## src/rtl/i2s_slave_tx.sv

```systemverilog
// I2S slave transmitter: oversamples an external BCLK/LRCLK pair on clk_in and
// shifts a stereo sample pair out MSB first, fed through a one-deep holding buffer.
module i2s_slave_tx #(
  parameter int DATA_W = 16
) (
  input  logic              clk_in,
  input  logic              rst_n,
  input  logic              bclk_in,
  input  logic              lrclk_in,
  input  logic [DATA_W-1:0] sample_l,
  input  logic [DATA_W-1:0] sample_r,
  input  logic              sample_valid,
  output logic              sample_ready,
  output logic              sdata_out,
  output logic              underrun
);

  localparam int               CNT_W    = $clog2(DATA_W + 1);
  localparam logic [CNT_W-1:0] CNT_FULL = CNT_W'(DATA_W);
  localparam logic [CNT_W-1:0] CNT_ONE  = CNT_W'(1);

  logic              bclk_s1, bclk_s2, bclk_h;
  logic              lr_s1, lr_s2, lr_h;
  logic              rise_evt, fall_evt;
  logic              lr_prev, primed, load_pend, channel;
  logic              buf_full;
  logic [DATA_W-1:0] buf_l, buf_r;
  logic [DATA_W-1:0] fl, fr, shreg, word_sel;
  logic [CNT_W-1:0]  bit_cnt;
  logic              boundary, left_bnd, accept;

  // NOTE: all state uses non-blocking assignments so every flop samples the
  // pre-edge value; blocking '=' here would collapse the synchroniser chain.
  always_ff @(posedge clk_in or negedge rst_n) begin
    if (!rst_n) begin
      bclk_s1  <= 1'b0;
      bclk_s2  <= 1'b0;
      bclk_h   <= 1'b0;
      lr_s1    <= 1'b0;
      lr_s2    <= 1'b0;
      lr_h     <= 1'b0;
      rise_evt <= 1'b0;
      fall_evt <= 1'b0;
    end else begin
      bclk_s1  <= bclk_in;
      bclk_s2  <= bclk_s1;
      bclk_h   <= bclk_s2;
      lr_s1    <= lrclk_in;
      lr_s2    <= lr_s1;
      lr_h     <= lr_s2;
      // Registered edge flags line up with lr_h, which holds LRCLK as seen at the same BCLK edge.
      rise_evt <= bclk_s2 & ~bclk_h;
      fall_evt <= ~bclk_s2 & bclk_h;
    end
  end

  assign boundary     = rise_evt & primed & (lr_h != lr_prev);
  assign left_bnd     = boundary & ~lr_h;
  assign accept       = sample_valid & ~buf_full;
  assign sample_ready = ~buf_full;
  assign word_sel     = channel ? fr : fl;

  // NOTE: the holding-buffer data needs no reset; buf_full qualifies it, and
  // leaving wide datapath registers out of the reset tree keeps it small.
  always_ff @(posedge clk_in) begin
    if (accept && !left_bnd) begin
      buf_l <= sample_l;
      buf_r <= sample_r;
    end
  end

  always_ff @(posedge clk_in or negedge rst_n) begin
    if (!rst_n) begin
      lr_prev   <= 1'b0;
      primed    <= 1'b0;
      load_pend <= 1'b0;
      channel   <= 1'b0;
      buf_full  <= 1'b0;
      fl        <= '0;
      fr        <= '0;
      shreg     <= '0;
      bit_cnt   <= '0;
      sdata_out <= 1'b0;
      underrun  <= 1'b0;
    end else begin
      underrun <= 1'b0;

      if (rise_evt) begin
        primed  <= 1'b1;
        lr_prev <= lr_h;
      end

      if (boundary) begin
        channel   <= lr_h;
        load_pend <= 1'b1;
      end

      // A left boundary consumes the buffered pair, or the producer's pair if it
      // arrives on this very edge, otherwise the frame goes out as silence.
      if (left_bnd) begin
        if (buf_full) begin
          fl       <= buf_l;
          fr       <= buf_r;
          buf_full <= 1'b0;
        end else if (sample_valid) begin
          fl <= sample_l;
          fr <= sample_r;
        end else begin
          fl       <= '0;
          fr       <= '0;
          underrun <= 1'b1;
        end
      end else if (accept) begin
        buf_full <= 1'b1;
      end

      if (fall_evt) begin
        if (load_pend) begin
          sdata_out <= word_sel[DATA_W-1];
          shreg     <= {word_sel[DATA_W-2:0], 1'b0};
          bit_cnt   <= CNT_ONE;
          load_pend <= 1'b0;
        end else if (bit_cnt < CNT_FULL) begin
          sdata_out <= shreg[DATA_W-1];
          shreg     <= {shreg[DATA_W-2:0], 1'b0};
          bit_cnt   <= bit_cnt + CNT_ONE;
        end else begin
          sdata_out <= 1'b0;
        end
      end
    end
  end

endmodule

```

## config.mk

```make
export PLATFORM = sky130hd
export DESIGN_NAME = i2s_slave_tx
export DESIGN_NICKNAME = d
export VERILOG_FILES = /design/src/rtl/i2s_slave_tx.sv
export SDC_FILE = /design/constraint.sdc
export NUM_CORES = 1
export LEC_CHECK = 0
export BUFFER_PORTS_ARGS = -buffer_cell sky130_fd_sc_hd__clkbuf_2
export CAP_MARGIN = 20
export CORE_AREA = 2 2 101 103
export CTS_CLUSTER_DIAMETER = 120
export DETAILED_ROUTE_END_ITERATION = 8
export DIE_AREA = 0 0 103 105
export GPL_TIMING_DRIVEN = 0
export HOLD_SLACK_MARGIN = 0.03
export SYNTH_ARGS = -nofsm -noshare
export SYNTH_HDL_FRONTEND = slang
export SYNTH_SLANG_ARGS = --single-unit
export TNS_END_PERCENT = 50
```

## constraint.sdc

```tcl
create_clock -name clk_in -period 2.55 [get_ports clk_in]
set_input_delay 0 -clock clk_in [delete_from_list [all_inputs] [get_ports clk_in]]
set_output_delay 0 -clock clk_in [all_outputs]
set_load 0.02 [all_outputs]
```

-- Word level (Yosys, flattened, before mapping)
Cells that the tools add are included.
- add/subtract/negate cells: 1
- magnitude comparators: 1
- eq/ne operators: 1
- mux-type cells: 19
- bitwise operators: 10
- reduce and logical (&&, ||, !) cells: 5
- operators by type and width (kind ; count):
    two-way mux 16 bit ; 7
    two-way mux 1 bit ; 10
    two-way mux 5 bit ; 2
    bitwise AND 1 bit ; 6
    adder 5 x 1 -> 5 bit (second input constant) ; 1
    < comparator 5 bit (second input constant) ; 1
    inverter 1 bit ; 4
    nonzero test 2 bit ; 2
    AND reduction 2 bit ; 1
    logical AND 1 bit ; 1
    zero test 1 bit ; 1
    != test 1 bit ; 1
- register bits: 100
- output and inout bits: 3
- logic and storage cells: 58

-- Depth between registers and ports, before layout
- depth in word-level cells: 5
- mapped depth: 5
- gate-level depth less buffers: 3

-- Worst setup path before layout
OpenSTA, ideal clock, no wires.
- kind: reg2reg
- from: reg buf_full
- to: reg buf_l[0], enable pin
- library setup time: 392 ps
- data arrival time: 1622 ps
- path slack: 536 ps
- stages on the path, launching flop included: 5
- buffers on the path: 2
- clock period less this slack: 2014 ps
- cells stage by stage: dfrtp_1 buf_2 nor2b_2 buf_4 and2_1
- word-level cells in the longest chain between the ends: 3
- RTL lines (what ; RTL line ; RTL):
    start, declared ; 26 ; logic buf_full;
    start signal, assigned ; 78 ; buf_full <= 1'b0;
    start signal, assigned ; 104 ; buf_full <= 1'b0;
    start signal, assigned ; 114 ; buf_full <= 1'b1;
    inverter 1 bit ; 59 ; assign accept = sample_valid & ~buf_full;
    bitwise AND 1 bit ; 59 ;
    logical AND 1 bit ; 66 ; if (accept && !left_bnd) begin
    end signal, assigned ; 67 ; buf_l <= sample_l;
    end, declared ; 27 ; logic [DATA_W-1:0] buf_l, buf_r;
Every way passes these cells.
A chain may end at the register's enable or synchronous reset.

-- Worst setup path in the final report
- from: reg buf_full
- to: reg buf_l[9], enable pin
Same word-level chain as after synthesis.

==> results_dict.tcl <==
set metrics [dict create \
    status "completed" \
    area_delta_synth_final_pct 22.72 \
    drtIter0Drc 125 \
    slew_headroom_pct 50.16 \
    num_antenna_cells 0 \
    syn_area_um2 4247 \
    cts_buffers 9 \
    critPathArrivalTime_ns 2.05 \
    design.die.area_um2 10820 \
    p_leak_uw 0.002212 \
    syn_area_per_cell_um2 12.45 \
    maxSlewViolCount 0 \
    drv_cap 0 \
    worst_setup_path_end_kind "flop" \
    hpwl_um 5903 \
    critPathMaxFanout 32 \
    vias 2897 \
    ys_seq_area_share_pct 62.11 \
    clock_insertion_delay_worst_skew_ns 0.38 \
    finalSetupViolCount 0 \
    drtAntennaViolNets 0 \
    wl_per_cell_um 15.70 \
    fillCellCount 851 \
    yosysUniqueCellTypes 39 \
    fin_crit_sh_pct 79.86 \
    place.gp.congestion 0.7783 \
    yosys_warnings 0 \
    cts-root-buf "clkbuf_8" \
    grt_overflow 0 \
    utilization_pct 54.06 \
    fin_cells 566 \
    ys_top_cells_by_area "dfrtp_1, edfxtp_1, a22oi_1" \
    clockBufferDepth 2 \
    viasPerCell 5.118 \
    numPlacedInstances 514 \
    num_rows 36 \
    fin_skew_ns 0.01733 \
    final_nets 466 \
    min_period_ns 2.036 \
    r2r_slack_ns 0.51 \
    mostFrequentLayoutCells "dfrtp_1, a22oi_1, o21ai_1, clkbuf_2, dlygate4sd3_1" \
    hold_viol 0 \
    coreArea_um2 9639 \
    timing.rr.end "buf_l[9]" \
    dr.pass1.iters 4 \
    min_path_type "primary input to asynchronous set/reset pin" \
    clkSinkCount 99 \
    ys_ff_latch 99 \
    ff2ff_path_depth 4 \
    die_w_um 103 \
    path_class "flop to flop" \
    cp_cell_sequence "buf_2 > nor2b_2 > buf_4 > and2_2" \
    grt_max_degree 54 \
    path_depth 4 \
    initial_core_util_pct 44.06 \
    tightestPinTransition_ns 0.7476 \
    rsz0062_at_grt "false" \
    grt_pass1_wl_um 14930 \
    h-tree-depth 3 \
    grt_antenna_before_repair 0 \
    netlist_instances 341 \
    numPortBuffers 39 \
    drive_above_1_share_pct 24.71 \
    synth.largest_area_cell "dfrtp_1" \
    postCtsSetupBuffers 0 \
    cts_tree "done" \
    synth_top_area_share_pct 39.48 \
    grt_pass1_vias 3018 \
    crit_buf_inv 2 \
    design_area_um2 5211 \
    grt_util_all_layers_pct 18.01 \
    fmax_mhz 491.1 \
    syn_nets 379 \
    crit-reg2reg-launch "buf_full" \
    place_area_um2 4639 \
    cp-start-kind "flop" \
    crit_slowest_cell "and2_2" \
    boundaryPins 40 \
    clk_pin_slew_ns 0.11 \
    vdd_drop_max_uv 554.8 \
    crit_family "simple AND/OR/NAND/NOR gates" \
    route.detailed.drc 0 \
    wl_um 8884 \
    worstPathRequired_ns 2.56 \
    cpPeakStageDelay_ns 0.65 \
    die_y_um 105 \
    powerDensity_nw_per_um2 818.3 \
    setup_tns_ns 0 \
    layout_commonest_cell "dfrtp_1" \
    p_total_uw 4264 \
]
## layer usage
metal,routed length [um],global-route usage (%)
met4,164,5.639
met5,0,0
met2,4216,27.88
met3,308,4.482
met1,4194,24.89
## how the worst max path moves through the flow
stage	startpoint	end	slack, ns
floorplan	buf_full	buf_l[0]	0.54
global placement	buf_full	buf_l[9]	0.01
detailed placement	buf_full	buf_r[5]	0.49
CTS	buf_full	buf_l[9]	0.46
global route	buf_full	buf_l[10]	0.32
finish	buf_full	buf_l[9]	0.51
## cells in the mapped netlist (all sizes together)
cell / count
edfxtp: 32
xor2: 1
and2b: 10
o311ai: 1
nor3: 1
o32ai: 1
nand4b: 1
mux2: 16
and2: 4
buf: 21
clkbuf: 5
nand2b: 1
and4b: 1
a22o: 1
o22ai: 1
or2: 1
and3: 1
ha: 1
nand2: 33
o21a: 1
nand3: 3
mux2i: 2
a21oi: 18
a31oi: 3
nor2b: 8
nor2: 4
o22a: 1
nand4: 1
dfrtp: 67
inv: 6
o21ai: 48
a22oi: 46
## per-stage QoR
| step | setup slack (ns) | hold WS [ns] |
|---|---|---|
| 5_1_grt | 0.3222 | 0.05283 |
| 4_1_cts | 0.4591 | 0.04638 |
| 3_3_place_gp | 0.01402 | 0.1106 |
| 3_5_place_dp | 0.4853 | -0.08798 |
| 2_1_floorplan | 0.5359 | -0.2956 |
| 6_report | 0.5136 | 0.04339 |
## cell type report
type / count / area, um2 / share of cell area [%]
multi-input combinational: 210 / 1400 / 26.87
clock buffer: 11 / 162.7 / 3.121
clock inverter: 5 / 48.80 / 0.9364
tap: 133 / 166.4 / 3.193
inverter: 6 / 22.52 / 0.4322
timing repair buffer: 76 / 585.6 / 11.24
buffer: 26 / 187.7 / 3.601
sequential: 99 / 2638 / 50.61
## registers in the layout, summed over array words and instances, names as in the netlist, 5 cells and up
signal / cells
bit_cnt: 5
buf_l: 16
buf_r: 16
fl: 16
fr: 16
shreg: 15
## logic make-up after synthesis
logic type | Yosys count | synth area share (%)
compound gates | 121 | 18.39
flops | 99 | 62.11
xor+xnor | 1 | 0.2063
buf+inv | 32 | 4.950
simple gates | 69 | 8.633
fa+ha+maj | 1 | 0.2946
mux | 18 | 5.422
## power by group
| group | switching, uW | internal, uW | total, uW | leakage (uW) |
|---|---|---|---|---|
| clock | 583 | 462 | 1040 | 0.000109 |
| combinational | 490 | 518 | 1010 | 0.00101 |
| sequential | 227 | 1980 | 2210 | 0.00110 |
## what timing repair did
item / CTS / global route
gates resized for setup: 0 / 0
hold buffers: 36 / 0
hold endpoints to repair: 135 / 0
No activity file was read; power rests on OpenSTA's default activity.
